--- config.mk ---
export PLATFORM = sky130hd
export DESIGN_NAME = multiword_add_sequencer
export DESIGN_NICKNAME = d
export VERILOG_FILES = /design/src/rtl/multiword_add_sequencer.sv
export SDC_FILE = /design/constraint.sdc
export NUM_CORES = 1
export LEC_CHECK = 0
export BUFFER_PORTS_ARGS = -buffer_cell sky130_fd_sc_hd__buf_2
export CORE_ASPECT_RATIO = 1.1
export CORE_MARGIN = 2
export CORE_UTILIZATION = 59
export DETAILED_ROUTE_END_ITERATION = 8
export PLACE_DENSITY = 0.92
export SETUP_SLACK_MARGIN = 0.1
export SYNTH_ARGS = -nofsm -noshare
export SYNTH_HDL_FRONTEND = slang
export SYNTH_SLANG_ARGS = --single-unit
--- constraint.sdc ---
create_clock -name clk -period 7.4 [get_ports clk]
set_input_delay 0.74 -clock clk [delete_from_list [all_inputs] [get_ports clk]]
set_output_delay 0.74 -clock clk [all_outputs]
set_load 0.005 [all_outputs]
--- src/rtl/multiword_add_sequencer.sv ---
// Multi-byte add/subtract sequencer built around one 8-bit conditional-sum adder.
// Operands are accepted over a valid/ready handshake. The block adds them one byte
// per cycle, least significant byte first, and chains the carry between bytes.
// The result is returned with carry and signed-overflow flags over a second
// valid/ready handshake.

// 8-bit conditional-sum adder: each bit-group keeps a sum and carry for both
// possible carry-ins, and adjacent groups are merged by selecting with the lower
// group's carry.
module cond_sum_adder8 (
   input  logic [7:0] a,
   input  logic [7:0] b,
   input  logic       cin,
   output logic [7:0] sum,
   output logic       cout
);

   function automatic logic [8:0] cs_add8(input logic [7:0] a_v,
                                          input logic [7:0] b_v,
                                          input logic       cin_v);
      logic [7:0] s0;
      logic [7:0] s1;
      logic [7:0] c0;
      logic [7:0] c1;
      logic       t0;
      logic       t1;
      logic [2:0] lo_i;
      logic [2:0] hi_i;
      logic [2:0] bit_i;
      // Single-bit groups: sum and carry-out for carry-in 0 and for carry-in 1.
      s0 = a_v ^ b_v;
      s1 = ~(a_v ^ b_v);
      c0 = a_v & b_v;
      c1 = a_v | b_v;
      // Merge pairs of groups: 1 -> 2 -> 4 -> 8 bits. Group carries are stored at
      // the group's lowest bit position.
      for (int g = 1; g < 8; g = g * 2) begin
         for (int lo = 0; lo < 8; lo = lo + 2 * g) begin
            lo_i = 3'(lo);
            hi_i = 3'(lo + g);
            for (int k = 0; k < g; k++) begin
               bit_i     = 3'(lo + g + k);
               t0        = c0[lo_i] ? s1[bit_i] : s0[bit_i];
               t1        = c1[lo_i] ? s1[bit_i] : s0[bit_i];
               s0[bit_i] = t0;
               s1[bit_i] = t1;
            end
            t0       = c0[lo_i] ? c1[hi_i] : c0[hi_i];
            t1       = c1[lo_i] ? c1[hi_i] : c0[hi_i];
            c0[lo_i] = t0;
            c1[lo_i] = t1;
         end
      end
      return cin_v ? {c1[0], s1} : {c0[0], s0};
   endfunction

   logic [8:0] add_s;

   // Final selection by the real carry-in.
   always_comb begin
      add_s = cs_add8(a, b, cin);
   end

   assign sum  = add_s[7:0];
   assign cout = add_s[8];

endmodule

module multiword_add_sequencer #(
   parameter int WORDS = 4
) (
   input  logic               clk,
   input  logic               rst,
   input  logic               in_valid,
   output logic               in_ready,
   input  logic [8*WORDS-1:0] op_a,
   input  logic [8*WORDS-1:0] op_b,
   input  logic               op_sub,
   output logic               out_valid,
   input  logic               out_ready,
   output logic [8*WORDS-1:0] result,
   output logic               carry_out,
   output logic               overflow
);

   localparam int W     = 8 * WORDS;
   localparam int IDX_W = $clog2(WORDS);

   localparam logic [1:0] ST_IDLE = 2'd0;
   localparam logic [1:0] ST_ADD  = 2'd1;
   localparam logic [1:0] ST_DONE = 2'd2;

   localparam logic [IDX_W-1:0] LAST_IDX = IDX_W'(WORDS - 1);
   localparam logic [IDX_W-1:0] IDX_ONE  = IDX_W'(1);

   logic [1:0]       state_r;
   logic [IDX_W-1:0] idx_r;
   logic             carry_r;
   logic [W-1:0]     a_reg_r;
   logic [W-1:0]     b_reg_r;
   logic [W-1:0]     result_r;
   logic             carry_out_r;
   logic             overflow_r;

   logic [7:0]       a_byte_s;
   logic [7:0]       b_byte_s;
   logic [7:0]       sum_s;
   logic             cout_s;

   // Byte lane selected by the current index; b_reg_r already holds ~B for a subtract.
   always_comb begin
      a_byte_s = a_reg_r[{idx_r, 3'b000} +: 8];
      b_byte_s = b_reg_r[{idx_r, 3'b000} +: 8];
   end

   cond_sum_adder8 u_adder (
      .a    (a_byte_s),
      .b    (b_byte_s),
      .cin  (carry_r),
      .sum  (sum_s),
      .cout (cout_s)
   );

   // Handshake flags decode straight from the state register, so a reset clears
   // out_valid and raises in_ready at once, without waiting for a clock edge.
   always_comb begin
      in_ready  = (state_r == ST_IDLE);
      out_valid = (state_r == ST_DONE);
   end

   assign result    = result_r;
   assign carry_out = carry_out_r;
   assign overflow  = overflow_r;

   // Sequencer: latch the operands, run one byte per cycle, then hold the result
   // until the consumer takes it.
   always_ff @(posedge clk or posedge rst) begin
      if (rst) begin
         state_r     <= ST_IDLE;
         idx_r       <= '0;
         carry_r     <= 1'b0;
         a_reg_r     <= '0;
         b_reg_r     <= '0;
         result_r    <= '0;
         carry_out_r <= 1'b0;
         overflow_r  <= 1'b0;
      end else begin
         case (state_r)
            ST_IDLE: begin
               if (in_valid) begin
                  a_reg_r <= op_a;
                  b_reg_r <= op_sub ? ~op_b : op_b;
                  carry_r <= op_sub;
                  idx_r   <= '0;
                  state_r <= ST_ADD;
               end else begin
                  state_r <= ST_IDLE;
               end
            end
            ST_ADD: begin
               result_r[{idx_r, 3'b000} +: 8] <= sum_s;
               carry_r                        <= cout_s;
               if (idx_r == LAST_IDX) begin
                  // Signed overflow: the carry into the MSB differs from the carry out of it.
                  carry_out_r <= cout_s;
                  overflow_r  <= cout_s ^ (a_reg_r[W-1] ^ b_reg_r[W-1] ^ sum_s[7]);
                  idx_r       <= '0;
                  state_r     <= ST_DONE;
               end else begin
                  idx_r   <= idx_r + IDX_ONE;
                  state_r <= ST_ADD;
               end
            end
            ST_DONE: begin
               if (out_ready) begin
                  state_r <= ST_IDLE;
               end else begin
                  state_r <= ST_DONE;
               end
            end
            default: begin
               state_r <= ST_IDLE;
               idx_r   <= '0;
            end
         endcase
      end
   end

endmodule

Yosys cells after proc, flatten, opt, wreduce, memory -nomap -nowiden
Index checks and enable logic that the tools add are counted.
{"block": "totals", "output_inout_bits": 36, "input_bits": 69, "ff_bits": 103}
{"block": "op_classes", "eq_ne": 4, "add_sub_neg": 2, "n_mux": 50, "reduce_logical": 6, "bitwise_logic": 9, "shifts": 4}
{"operator": "$shiftx A32 B6 Y8", "n": 2}
{"operator": "$mux W1", "n": 40}
{"operator": "$bwmux W32", "n": 1}
{"operator": "$mux W32", "n": 1}
{"operator": "$not A32 Y32", "n": 1}
{"operator": "$shift A8 B7 Y32 const A", "n": 1}
{"operator": "$shiftx A8 B7 Y32", "n": 1}
{"operator": "$pmux W2 S3", "n": 2}
{"operator": "$mux W9", "n": 1}
{"operator": "$and A8 B8 Y8", "n": 1}
{"operator": "$mux W2", "n": 4}
{"operator": "$not A8 Y8", "n": 1}
{"operator": "$or A8 B8 Y8", "n": 1}
{"operator": "$reduce_and A2 Y1", "n": 4}
{"operator": "$xor A8 B8 Y8", "n": 1}
{"operator": "$neg A5 Y7", "n": 1}
{"operator": "$eq A2 B2 Y1 const B", "n": 2}
{"operator": "$xor A1 B1 Y1", "n": 3}
{"operator": "$add A2 B1 Y2 const B", "n": 1}
{"operator": "$eq A2 B1 Y1 const B", "n": 1}
{"operator": "$logic_not A2 Y1", "n": 1}
{"operator": "$ne A2 B2 Y1 const B", "n": 1}
{"operator": "$pmux W1 S2", "n": 1}
{"operator": "$reduce_bool A2 Y1", "n": 1}
{"operator": "$not A1 Y1", "n": 1}

Longest topological paths before layout
{"block": "depth", "depth_word": 9, "mapped_depth": 13, "depth_no_buf": 10}

Cells and area by module
Synthesis repeated with hierarchy kept, for this count alone.
{"block": "hier_totals", "cells_unflattened": 452, "area_unflattened_um2": 5246.3}
{"mod": "multiword_add_sequencer", "seq_area_each_um2": 2577.5, "instances": 1, "cells_per_inst": 375, "area_per_inst_um2": 4678.2}
{"mod": "cond_sum_adder8", "seq_area_each_um2": 0.0, "instances": 1, "cells_per_inst": 77, "area_per_inst_um2": 568.0}

Worst setup path after synthesis
Ideal clock, no wire load.
{"block": "synth_path", "kind": "register -> register", "startpoint": "register idx_r[0]", "endpoint": "register carry_r", "n_path_buf": 1, "path_slack_ns": 4.303, "stages_incl_launch_ff": 12, "arrival_time_ns": 2.960, "path_cell_list": "dfrtp_1 > buf_1 > mux4_2 > inv_1 > ha_1 > nor2b_1 > or4_1 > a221o_2 > nand2_1 > nor2_2 > mux2i_1 > a21oi_1"}
{"block": "synth_via", "elab_chain_len": 7, "elab_cells_between_ends": 20}
{"item": "start, declared", "line_no": "97", "text": "logic [IDX_W-1:0] idx_r;"}
{"item": "start signal, assigned", "line_no": "170", "text": "idx_r <= idx_r + IDX_ONE;"}
{"item": "$shiftx A32 B6 Y8 (on tied branches)", "line_no": "112, 113"}
{"item": "$and A8 B8 Y8 / $or A8 B8 Y8 (equally long branches)", "line_no": "33, 34"}
{"item": "$mux W1 (on tied branches) (3 in series)", "line_no": "48, 49"}
{"item": "$mux W9 (*)", "line_no": "54", "text": "return cin_v ? {c1[0], s1} : {c0[0], s0};"}
{"item": "$pmux W1 S2 (*)", "line_no": "148", "text": "case (state_r)"}
{"item": "end signal, assigned", "line_no": "153", "text": "carry_r <= op_sub;"}
{"item": "end signal, assigned", "line_no": "162", "text": "carry_r <= cout_s;"}
{"item": "end, declared", "line_no": "98", "text": "logic carry_r;"}
Every way passes the cells marked *; elsewhere a longest branch is shown, timed or not.
A chain may end at the register's enable or synchronous reset.

Worst setup path after layout
{"block": "layout_path", "startpoint": "register idx_r[1]", "endpoint": "register carry_r"}
Same word-level chain as after synthesis.

==> results.py <==
metrics = {
    "run_status": {
        "outcome": "completed",
    },
    "clock_network": {
        "cts_root_buffer": "clkbuf_8",
        "hold_buffers": 0,
        "cts_made_buffers": 9,
        "clkLatencyLatePin_ps": 380,
        "clock_path_buffers": 2,
        "cts_resized": 0,
        "htree_levels": 3,
        "cts_setup_buffers": 0,
        "cts_tree": "built",
        "clk_pin_slew_ps": 100,
        "numClockSinks": 103,
    },
    "route": {
        "num_vias": 3804,
        "drcViolationCount": 0,
        "wire_per_inst_um": 16.8,
        "drt_first_pass_iters": 4,
        "ant_nets": 0,
        "drt_iter0_drc": 131,
        "routed_wl_um": 11300,
        "viasPerCell": 5.64,
    },
    "die": {
        "initial_core_util_pct": 61.4,
        "std_cell_rows": 35,
        "core-area_um2": 8500,
        "die_area_um2": 9610,
        "die_h_um": 103,
        "die_w_um": 93.7,
        "ios": 105,
    },
    "yosys": {
        "yosysSeqAreaShare_pct": 49.4,
        "avgSynthCellArea_um2": 11.2,
        "synthArstFlopShare_pct": 100,
        "syn_inst": 464,
        "synthTopCellsByArea": "dfrtp_1 (49%), mux2_2 (6.9%), mux4_2 (6.9%), xnor2_1 (6.5%), ha_1 (5.3%)",
        "synth_edf_count": 0,
        "syn_nets": 555,
        "synth_area_um2": 5220,
        "synth_top_area_share_pct": 49.4,
        "synthFlopType": "dfrtp_1",
        "ys_ff_latch": 103,
        "synth_warnings": 0,
        "synth_cell_types": 41,
        "yosysTopAreaCell": "dfrtp_1",
    },
    "finish": {
        "fin_nets": 650,
        "seq_area_um2": 2580,
        "finish.utilization_pct": 70.5,
        "multi_input_area_um2": 2460,
        "mostFrequentLayoutCells": "buf_2 (104), dfrtp_1 (103), nor2_1 (50)",
        "fillers": 631,
        "syn2layout_area_growth_pct": 14.8,
        "layout-drive-gt1-share_pct": 32.1,
        "layout_commonest_cell": "buf_2",
        "antenna_cells": 0,
    },
    "sta": {
        "final-setup-viol-count": 0,
        "worstMarginPinSlew_ps": 979,
        "tns_ps": 0,
        "fmax_mhz": 290,
        "finClkSkew_ps": 16.1,
        "final_max_slew_viol_count": 0,
        "hold_viol_final": 0,
        "fin_ws_ps": 3960,
        "timing.slew.headroom_pct": 34.7,
        "rsz0062_at_grt": "no",
        "finalCriticalPeriod_ps": 3440,
        "whs_ps": 409,
        "fin_crit_sh_pct": 46.5,
    },
    "power_and_ir_drop": {
        "p_switching_mw": 1.42,
        "finalPower_mw": 3.17,
        "power_density_nw_per_um2": 529,
        "comb_power_share_pct": 58.7,
        "swShare_pct": 44.7,
        "seqPwrFrac_pct": 30.6,
        "p_int_mw": 1.75,
        "p_leak_nw": 2.81,
        "irDropWorstVdd_v": 0.000260,
        "clkPwrFrac_pct": 10.7,
    },
    "critical_path": {
        "end_kind": "flip-flop",
        "worstPathArrival_ps": 3660,
        "worst_r2r_endpoint": "carry_r$_DFFE_PP0P_",
        "reg2reg_depth": 10,
        "startpoint_type": "flip-flop",
        "r2r_setup_slack_ps": 3960,
        "worstSetupPathType": "flip-flop to flip-flop",
        "cp.required_ps": 7620,
        "worstPathMaxFanout": 21,
        "reg2reg_from": "idx_r[1]$_DFFE_PP0P_",
    },
    "placed_design": {
        "post-place-ws_ps": 4050,
        "gp_congestion": 0.912,
        "dp_hpwl_um": 8560,
        "io_buffer_count": 104,
    },
    "global_route": {
        "grt_max_degree": 97,
        "grt-ovfl-total": 0,
        "grt_use_total_pct": 25.4,
        "grt_pass1_wl_um": 18700,
        "grt_pass1_vias": 3848,
        "antenna_found_initial": 0,
    },
    "flow_run": {
        "maxCapViolCount": 0,
    },
    "hold_path": {
        "worstHoldPathType": "input pin to async pin",
    },
}
state kept, by name (all words and copies together), names as in the netlist:
signal and count:
overflow 1, result 32, state_r 2, carry_out 1
a_reg_r 32, b_reg_r 32, idx_r 2, carry_r 1
worst max-delay path by stage:
stage,startpoint,endpoint,slack [ps],cells past startpoint
finish,idx_r[1]$_DFFE_PP0P_,carry_r$_DFFE_PP0P_,3960,10
global route,idx_r[1]$_DFFE_PP0P_,carry_r$_DFFE_PP0P_,3800,10
CTS,idx_r[1]$_DFFE_PP0P_,carry_r$_DFFE_PP0P_,4000,10
detailed placement,idx_r[1]$_DFFE_PP0P_,carry_r$_DFFE_PP0P_,4050,10
global placement,idx_r[1]$_DFFE_PP0P_,result[13]$_DFFE_PP0P_,4170,10
floorplan,rst,a_reg_r[0]$_DFFE_PP0P_,3960,1
through the flow:
stage | instances | area (um2)
after floorplan | 464 | 5220
after global placement | 659 | 5800
after detailed placement | 659 | 5800
after CTS | 675 | 5990
after global routing | 675 | 5990
final | 675 | 5990
worst max-delay path: stages (launching register included):
cell and delay [ps]:
dfrtp_1 1000, mux4_2 410, inv_1 60, ha_1 220, and2b_2 240, or4_1 490
a221o_2 370, nand2_1 90, nor2_2 70, mux2i_1 210, a21oi_1 110
cell usage after synthesis (2+ instances only):
cell type	instances
o2111ai_1	2
a22o_1	14
nand4_1	3
nand2_1	35
clkbuf_1	12
a211oi_1	2
nand2b_1	2
ha_1	22
mux2i_1	3
buf_2	2
nor2_1	50
dfrtp_1	103
nor2b_1	4
o21ai_0	20
xor2_1	5
inv_1	25
o22ai_1	3
xnor2_1	39
a221o_2	2
and2_1	4
buf_1	7
o21ai_1	2
mux4_2	16
or3_1	2
o221ai_1	2
a21oi_1	37
mux2_2	32
final cells by class:
| type | count | share of cell area [%] |
|---|---|---|
| Inverter | 25 | 1.61 |
| Clock inverter | 6 | 0.835 |
| Sequential cell | 103 | 43.0 |
| Tap cell | 111 | 2.32 |
| Clock buffer | 10 | 2.30 |
| Timing Repair Buffer | 106 | 8.94 |
| Multi-Input combinational cell | 314 | 41.0 |
layer usage:
layer,vias to the layer above,global-route usage (%),routed length (um)
met5,-,0,0
met4,0,8.25,138
met3,13,3.44,553
met2,123,45.3,5850
met1,1875,32.6,4780
li1,1793,-,-
power groups by stage:
stage                     Combinational, mW  Sequential (mW)  Clock (mW)
after global placement                 1.78            0.962           0
after floorplan                        1.43            0.917           0
final                                  1.86            0.970       0.339
after detailed placement               1.85            0.981           0
after global routing                   2.05            0.997       0.369
after CTS                              1.86            0.968       0.346
cell families after synthesis:
group	Yosys count	share of synthesized area, %
xor+xnor	45	7.70
simple gates	106	8.68
fa+ha+maj	22	5.28
mux	51	14.4
flops	103	49.4
compound gates	90	11.0
buf+inv	47	3.57
(Power assumes the default switching activity.)
